===== config.mk =====
export PLATFORM = sky130hd
export DESIGN_NAME = neuron_scheduler
export DESIGN_NICKNAME = d
export VERILOG_FILES = /design/src/rtl/snn_pkg.sv /design/src/rtl/lif_update_unit.sv /design/src/rtl/neuron_scheduler.sv
export SDC_FILE = /design/constraint.sdc
export NUM_CORES = 1
export LEC_CHECK = 0
export BUFFER_PORTS_ARGS = -buffer_cell sky130_fd_sc_hd__buf_4
export CORE_ASPECT_RATIO = 1.75
export CORE_MARGIN = 2
export CORE_UTILIZATION = 50
export DETAILED_ROUTE_END_ITERATION = 8
export GPL_ROUTABILITY_DRIVEN = 0
export PLACE_DENSITY = 0.74
export SKIP_CTS_REPAIR_TIMING = 1
export SLEW_MARGIN = 20
export SYNTH_ARGS = -nofsm -noshare
export SYNTH_HDL_FRONTEND = slang
export SYNTH_SLANG_ARGS = --single-unit

===== constraint.sdc =====
create_clock -name clk -period 11.1 [get_ports clk]
set_input_delay 2.775 -clock clk [delete_from_list [all_inputs] [get_ports clk]]
set_output_delay 2.775 -clock clk [all_outputs]
set_load 0.01 [all_outputs]

===== src/rtl/snn_pkg.sv =====
// Shared defaults, scheduler state encoding and saturating add for the LIF neuron scheduler.
package snn_pkg;

   localparam int unsigned DEF_NUM_NEURONS = 8;
   localparam int unsigned DEF_WIDTH       = 8;
   localparam int          DEF_THRESHOLD   = 25;
   localparam int unsigned DEF_LEAK_SHIFT  = 1;

   typedef enum logic [1:0] {
      IDLE   = 2'd0,
      REQ    = 2'd1,
      UPDATE = 2'd2,
      DONE   = 2'd3
   } sched_state_t;

   // Adds two sign-extended operands and clamps the result to a w-bit signed range.
   function automatic int sat_add(input int a, input int b, input int unsigned w);
      int sum;
      int hi;
      int lo;
      sum = a + b;
      hi  = (1 << (w - 32'd1)) - 1;
      lo  = -hi - 1;
      if (sum > hi) return hi;
      if (sum < lo) return lo;
      return sum;
   endfunction

endpackage


===== src/rtl/lif_update_unit.sv =====
// Combinational leaky integrate-and-fire step: leak, saturating integrate, threshold, reset-by-subtraction.
module lif_update_unit
   import snn_pkg::*;
#(
   parameter int unsigned WIDTH      = DEF_WIDTH,
   parameter int          THRESHOLD  = DEF_THRESHOLD,
   parameter int unsigned LEAK_SHIFT = DEF_LEAK_SHIFT
) (
   input  logic signed [WIDTH-1:0] v_old,
   input  logic signed [WIDTH-1:0] mac_data,
   output logic signed [WIDTH-1:0] v_new,
   output logic                    spike
);

   logic signed [WIDTH-1:0] leaked;
   logic signed [WIDTH-1:0] summed;

   always_comb begin
      leaked = v_old >>> LEAK_SHIFT;
      summed = WIDTH'(sat_add(int'(leaked), int'(mac_data), WIDTH));
      spike  = (int'(summed) >= THRESHOLD);
      // summed >= THRESHOLD here, so the subtraction cannot underflow
      v_new  = spike ? WIDTH'(int'(summed) - THRESHOLD) : summed;
   end

endmodule


===== src/rtl/neuron_scheduler.sv =====
// Sweeps NUM_NEURONS virtual LIF neurons per timestep through one shared update unit,
// fetching each synaptic sum from the MAC stage over a req/valid handshake.
module neuron_scheduler
   import snn_pkg::*;
#(
   parameter int unsigned NUM_NEURONS = DEF_NUM_NEURONS,
   parameter int unsigned WIDTH       = DEF_WIDTH,
   parameter int          THRESHOLD   = DEF_THRESHOLD,
   parameter int unsigned LEAK_SHIFT  = DEF_LEAK_SHIFT
) (
   input  logic                           clk,
   input  logic                           reset,
   input  logic                           step,
   output logic                           mac_req,
   output logic [$clog2(NUM_NEURONS)-1:0] mac_idx,
   input  logic                           mac_valid,
   input  logic signed [WIDTH-1:0]        mac_data,
   output logic [NUM_NEURONS-1:0]         spk_vec,
   output logic                           spk_valid,
   output logic                           busy,
   output logic                           step_overrun
);

   localparam int unsigned IDX_W = $clog2(NUM_NEURONS);
   localparam logic [IDX_W-1:0] LAST_IDX = IDX_W'(NUM_NEURONS - 1);

   sched_state_t            state_q, state_d;
   logic [IDX_W-1:0]        idx_q, idx_d;
   logic signed [WIDTH-1:0] mac_data_q, mac_data_d;
   logic signed [WIDTH-1:0] mem_q [NUM_NEURONS];
   logic signed [WIDTH-1:0] mem_d [NUM_NEURONS];
   logic [NUM_NEURONS-1:0]  pend_q, pend_d;
   logic [NUM_NEURONS-1:0]  spk_vec_q, spk_vec_d;
   logic                    mac_req_q, mac_req_d;
   logic                    spk_valid_q, spk_valid_d;
   logic                    busy_q, busy_d;
   logic                    overrun_q, overrun_d;

   logic signed [WIDTH-1:0] v_new;
   logic                    spike;

   lif_update_unit #(
      .WIDTH      (WIDTH),
      .THRESHOLD  (THRESHOLD),
      .LEAK_SHIFT (LEAK_SHIFT)
   ) u_lif (
      .v_old    (mem_q[idx_q]),
      .mac_data (mac_data_q),
      .v_new    (v_new),
      .spike    (spike)
   );

   always_ff @(posedge clk or posedge reset) begin
      if (reset) begin
         state_q     <= IDLE;
         idx_q       <= '0;
         mac_data_q  <= '0;
         pend_q      <= '0;
         spk_vec_q   <= '0;
         mac_req_q   <= 1'b0;
         spk_valid_q <= 1'b0;
         busy_q      <= 1'b0;
         overrun_q   <= 1'b0;
         for (int unsigned i = 0; i < NUM_NEURONS; i++) mem_q[i] <= '0;
      end else begin
         state_q     <= state_d;
         idx_q       <= idx_d;
         mac_data_q  <= mac_data_d;
         pend_q      <= pend_d;
         spk_vec_q   <= spk_vec_d;
         mac_req_q   <= mac_req_d;
         spk_valid_q <= spk_valid_d;
         busy_q      <= busy_d;
         overrun_q   <= overrun_d;
         for (int unsigned i = 0; i < NUM_NEURONS; i++) mem_q[i] <= mem_d[i];
      end
   end

   // Next-state logic; output registers are loaded from the state being entered.
   always_comb begin
      state_d     = state_q;
      idx_d       = idx_q;
      mac_data_d  = mac_data_q;
      pend_d      = pend_q;
      spk_vec_d   = spk_vec_q;
      spk_valid_d = 1'b0;
      mem_d       = mem_q;
      overrun_d   = step & busy_q;

      case (state_q)
         IDLE: begin
            if (step) begin
               state_d = REQ;
               idx_d   = '0;
               pend_d  = '0;
            end
         end
         REQ: begin
            if (mac_valid) begin
               mac_data_d = mac_data;
               state_d    = UPDATE;
            end
         end
         UPDATE: begin
            mem_d[idx_q]  = v_new;
            pend_d[idx_q] = spike;
            if (idx_q == LAST_IDX) begin
               state_d     = DONE;
               spk_vec_d   = pend_d;
               spk_valid_d = 1'b1;
            end else begin
               idx_d   = idx_q + IDX_W'(1);
               state_d = REQ;
            end
         end
         DONE: begin
            state_d = IDLE;
            if (step) begin
               state_d = REQ;
               idx_d   = '0;
               pend_d  = '0;
            end
         end
         default: state_d = IDLE;
      endcase

      mac_req_d = (state_d == REQ);
      busy_d    = (state_d == REQ) || (state_d == UPDATE);
   end

   assign mac_req      = mac_req_q;
   assign mac_idx      = idx_q;
   assign spk_vec      = spk_vec_q;
   assign spk_valid    = spk_valid_q;
   assign busy         = busy_q;
   assign step_overrun = overrun_q;

endmodule

# Word level (Yosys, flattened, before mapping)

Index checks and enable logic that the tools add are counted.

Reduce and logical (&&, ||, !) cells: 10
Equality and inequality tests: 8
Add/subtract/negate cells: 3
Multiplexer cells: 29
Magnitude comparators: 7
Bitwise gates (word level): 2

Operators with widths:

| kind                  | count |
|---|---|
| $bwmux W64            | 1 |
| $mux W8               | 8 |
| $bmux W8 S3           | 1 |
| $demux W8 S3          | 1 |
| $pmux W8 S2           | 1 |
| $add A7 B8 Y9         | 1 |
| $gt A9 B8 Y1 const B  | 1 |
| $lt A9 B8 Y1 const B  | 1 |
| $bwmux W8             | 1 |
| $ge A8 B6 Y1 const B  | 1 |
| $pmux W2 S4           | 1 |
| $sub A8 B6 Y8 const B | 1 |
| $mux W1               | 7 |
| $mux W7               | 1 |
| $eq A2 B2 Y1 const B  | 3 |
| $mux W2               | 3 |
| $mux W3               | 2 |
| $pmux W3 S2           | 1 |
| $reduce_and A2 Y1     | 3 |
| $eq A2 B1 Y1 const B  | 2 |
| $ge A4 B4 Y1 const B  | 1 |
| $lt A3 B4 Y1 const B  | 1 |
| $lt A4 B1 Y1 const B  | 1 |
| $not A3 Y4            | 1 |
| 13 further kinds      | 14 |

Register bits: 97
Output and inout bits: 15
Logic and storage cells: 76
Bits of input ports: 12

# Logic depth before layout (Yosys ltp)

Word-level depth: 13
Gate-level depth with buffers: 25
Gate-level depth less buffers: 20

# By module

Synthesis repeated with hierarchy kept, for this count alone.

Cells, all modules: 458
Area total of the unflattened synthesis: 5441.5 µm²

Modules (own cells, without submodules):

| module           | seq. area each (µm²) | times used | cells each | area each (µm²) |
|---|---|---|---|---|
| neuron_scheduler | 2427.3               | 1          | 333        | 4544.4 |
| lif_update_unit  | 0.0                  | 1          | 125        | 897.1 |

# Least setup slack after synthesis

No wires, ideal clock.

Path type: flip-flop to flip-flop
Start: reg idx_q[0] (netlist: mac_idx[0])
End: reg mem_q[13] in the netlist's numbering
Data required time: 10954 ps
Setup slack: 6337 ps
Arrival time: 4617 ps
Setup time: 146 ps
Period minus slack after synthesis: 4763 ps
Stages on the path, launching flop included: 25
Path buffers: 4
Cells stage by stage: dfrtp_1 clkbuf_1 and3b_1 clkbuf_1 a22o_1 a221oi_1 nand3_1 ha_1 inv_1 fa_1 nand2b_1 a21oi_1 o31ai_1 o21a_1 buf_4 buf_4 nand2_1 a21oi_1 ha_1 nand2_1 or2_2 nand3_1 a2111oi_2 a2111oi_2 o21ai_0

Longest elaborated chain between the ends: 13
Elaborated cells between the ends (all ways): 23
Those cells by class: 2 x add/sub; 5 x order compare; 14 x mux; 1 x bitwise; 1 x reduce/logical

RTL lines:

| item                                          | line                                            | text |
|---|---|---|
| from (decl)                                   | neuron_scheduler.sv:28                          | `logic [IDX_W-1:0] idx_q, idx_d;` |
| from (signal assigned)                        | neuron_scheduler.sv:67                          | `idx_q <= idx_d;` |
| $not A3 Y4 (not written as such) *            | neuron_scheduler.sv:47, neuron_scheduler.sv:105 |  |
| $bmux W8 S3                                   | neuron_scheduler.sv:47                          | `.v_old (mem_q[idx_q]),` |
| $mux W8 (not written as such) (2 in a row)    | neuron_scheduler.sv:47                          |  |
| $add A7 B8 Y9                                 | snn_pkg.sv:21                                   | `sum = a + b;` |
| $gt A9 B8 Y1 or $lt A9 B8 Y1 (tied branches)  | snn_pkg.sv:24, snn_pkg.sv:25                    |  |
| $mux W7 or $mux W1 (tied branches)            | snn_pkg.sv:24, snn_pkg.sv:25                    |  |
| $mux W8 or $mux W1 (tied branches)            | snn_pkg.sv:25                                   | `if (sum < lo) return lo;` |
| $mux W8                                       | snn_pkg.sv:26                                   | `return sum;` |
| $mux W8                                       | snn_pkg.sv:25                                   |  |
| $sub A8 B6 Y8 or $ge A8 B6 Y1 (tied branches) | lif_update_unit.sv:23, lif_update_unit.sv:21    |  |
| $mux W8                                       | lif_update_unit.sv:23                           | `v_new = spike ? WIDTH'(int'(summed) - THRESHOLD) : summed;` |
| $bwmux W64 *                                  | neuron_scheduler.sv:105                         | `mem_d[idx_q] = v_new;` |
| to (decl)                                     | neuron_scheduler.sv:30                          | `logic signed [WIDTH-1:0] mem_q [NUM_NEURONS];` |

Mark *: on every way between the ends. The rest lies on a longest branch, timed or not. The select of a mux whose other input is x is not followed.
A chain may end at the register's enable or synchronous reset.

# Final worst setup path

Start: reg idx_q[0] (netlist: mac_idx[0])
End: reg mem_q[49] in the netlist's numbering

The elaborated chain is that of the path after synthesis.

==> results.yml <==
cts:
  htreeDepth: 3
  numCtsBuffers: 9
  cts_tree: "done"
  clockBufferDepth: 2
  clk_pin_slew_ns: 0.06
  root_buffer: "clkbuf_16"
  cts_sinks: 89
  clk_latency_ns: 0.35
synth:
  yosysSeqAreaShare_pct: 48.87
  avgSynthCellArea_sq_um: 9.338
  synthSimpleGateAreaFrac_pct: 15.95
  ys.flop_type: "dfrtp_1"
  netlist_area_sq_um: 4557
  synth-xor-area-share_pct: 1.345
  ys_ff_latch: 89
  synthAdderAreaFrac_pct: 5.107
  syn-num-nets: 518
  ys_warn_count: 0
  synth_top_family_by_area: "compound AO/OA/AOI/OAI gates"
  synth_most_common_cell: "dfrtp_1"
  synth_edf_count: 0
  synth_top_area_share_pct: 48.87
  muxShareOfSynthArea_pct: 2.416
  synth_commonest_cells: "dfrtp_1, nand2_1, o21ai_0"
  synth_cell_types: 53
  synth_top_area_cell: "dfrtp_1"
  yosys-top-cells-area: "dfrtp_1, o21ai_0, nand2_1"
  synthArstFlopShare_pct: 100.0
  synthCells: 488
  synth-compound-area-share_pct: 22.05
grt:
  grt_pass1_vias: 3626
  antenna_found_initial: 0
  grt-ovfl-total: 0
  grt_max_degree: 50
  grt_use_total_pct: 24.36
  grt_pass1_wl_mm: 18.37
run_status:
  status: "finished clean"
worst_hold_path:
  min_to: "mem_q[28]$_DFFE_PP0P_"
  min_path_type: "reg2reg"
  worstHoldPathCells: 2
  worstHoldStart: "mem_q[28]$_DFFE_PP0P_"
critical_path:
  r2r_setup_slack_ns: 5.09
  end_kind: "flop"
  worstSetupPathType: "reg2reg"
  crit_required_ns: 11.31
  r2r-start: "mac_idx[0]$_DFFE_PP0P_"
  ff2ff_path_depth: 20
  cp_max_fo: 19
  r2r-end: "mem_q[49]$_DFFE_PP0P_"
  start_kind: "flop"
  cp_data_arrival_time_ns: 6.22
detailed_routing:
  drcViolationCount: 0
  wl_met2_mm: 6.039
  top_layer: "met4"
  drt_iter0_markers: 321
  dr_total_vias: 3767
  wl_per_cell_um: 18.50
  vias_per_cell: 5.989
  routed_wirelength_mm: 11.63
  wl_met3_um: 504
  firstDrtPassIters: 5
  drtAntennaViolNets: 0
  wl_met1_mm: 4.458
sta:
  setup_viol: 0
  fin_setup_tns_ns: 0
  clock.fmax_mhz: 166.3
  period_needed_ns: 6.012
  grt_setup_unrepaired: "false"
  worst_pin_slew_ns: 1.090
  slew_viol_final: 0
  slew_headroom_pct: 26.83
  finalCritPeriodShare_pct: 54.16
  hold_violations: 0
  skew_ns: 0.006522
floorplanning:
  core_area_sq_um: 8979
  die_y_um: 130.3
  rows: 46
  io-pin-count: 27
  fp.dieW_um: 76.17
  die_area_sq_um: 9924
  start_util_pct: 50.75
final_layout:
  final_layout_size_suffix_gt1_share_pct: 13.56
  area_growth_pct: 12.49
  antenna_cells: 0
  nNetsFinal: 534
place:
  portBuffers: 26
  dp_hpwl_mm: 8.254
run:
  drv_cap: 0
==> critical path, stage by stage, from the launching register on <==
cell      delay (ns)
dfrtp_1         0.52
nand2_1         0.12
nor2_1          0.65
a22oi_1         0.20
nand3_1         0.12
ha_1            0.19
inv_1           0.06
fa_1            0.43
nand2b_1        0.22
a21oi_1         0.15
o31ai_1         0.08
o21a_1          0.38
nor2_1          0.31
nor2_1          0.10
ha_1            0.25
nand2_1         0.10
or2_2           0.12
nand3_1         0.19
a31oi_1         0.92
mux2i_1         0.58
o21ai_0         0.16
==> cell type report <==
class / instances / area (sq um)
fillers: 815 / 3852
flip-flops and latches: 89 / 2227
multi-input cells: 351 / 2136
repair buffers: 31 / 232.7
clock buffers: 10 / 229.0
well taps: 120 / 150.1
inverters: 22 / 83.83
clock inverters: 6 / 67.56
==> routing by layer <==
layer	GRT usage, %	vias to the layer above
li1	-	1753
met1	26.75	1839
met2	43.70	137
met3	4.219	38
met4	15.72	0
met5	0	-
==> state kept, by name, indices dropped and copies added, names as in the netlist <==
| register | flops |
|---|---|
| mem_q | 56 |
| mac_data_q | 8 |
| pend_q | 8 |
| spk_vec | 8 |
| mac_idx | 3 |
| state_q | 2 |
| busy | 1 |
| mac_req | 1 |
| spk_valid | 1 |
| step_overrun | 1 |
==> cell families after synthesis <==
kind of cell | count (synthesis)
compound gates | 156
xor+xnor | 7
fa+ha+maj | 18
buf+inv | 48
flops | 89
mux | 10
simple gates | 160
==> cells in the final DEF (no fill, tap or decap), types with 7 or more instances in the layout <==
| master | n |
|---|---|
| a21oi_1 | 44 |
| dfrtp_1 | 89 |
| and3_1 | 7 |
| and2_1 | 8 |
| nor3_1 | 7 |
| o22ai_1 | 7 |
| a22oi_1 | 18 |
| inv_1 | 21 |
| nor2_1 | 47 |
| mux2_2 | 8 |
| buf_4 | 31 |
| ha_1 | 17 |
| nand2_1 | 65 |
| o21ai_0 | 53 |
| clkbuf_16 | 9 |
==> how the worst max path moves through the flow <==
stage	start	endpoint	slack (ns)	cells after the start
floorplan	reset	busy$_DFF_PP0_	6.02	1
global placement	mac_idx[1]$_DFFE_PP0P_	mem_q[57]$_DFFE_PP0P_	5.48	20
detailed placement	mac_idx[1]$_DFFE_PP0P_	mem_q[33]$_DFFE_PP0P_	5.19	20
CTS	mac_idx[0]$_DFFE_PP0P_	mem_q[49]$_DFFE_PP0P_	5.20	20
global route	mac_idx[0]$_DFFE_PP0P_	mem_q[9]$_DFFE_PP0P_	4.62	20
finish	mac_idx[0]$_DFFE_PP0P_	mem_q[49]$_DFFE_PP0P_	5.09	20
==> metrics by stage <==
stage / hold WS (ns) / cell area [sq um] / util, % / cells / setup slack, ns
2_1_floorplan: 0.4498 / 4557 / - / 488 / 6.018
3_3_place_gp: 0.4620 / 4830 / 53.79 / 613 / 5.484
3_5_place_dp: 0.4744 / 4830 / 53.79 / 613 / 5.192
4_1_cts: 0.4883 / 5126 / 57.09 / 629 / 5.200
5_1_grt: 0.5096 / 5126 / 57.09 / 629 / 4.618
6_report: 0.4838 / 5126 / 57.09 / 629 / 5.088
Power is left out: the tool's default activity adds up to more than one toggle a clock period on the data nets, which glitch-free logic cannot reach.
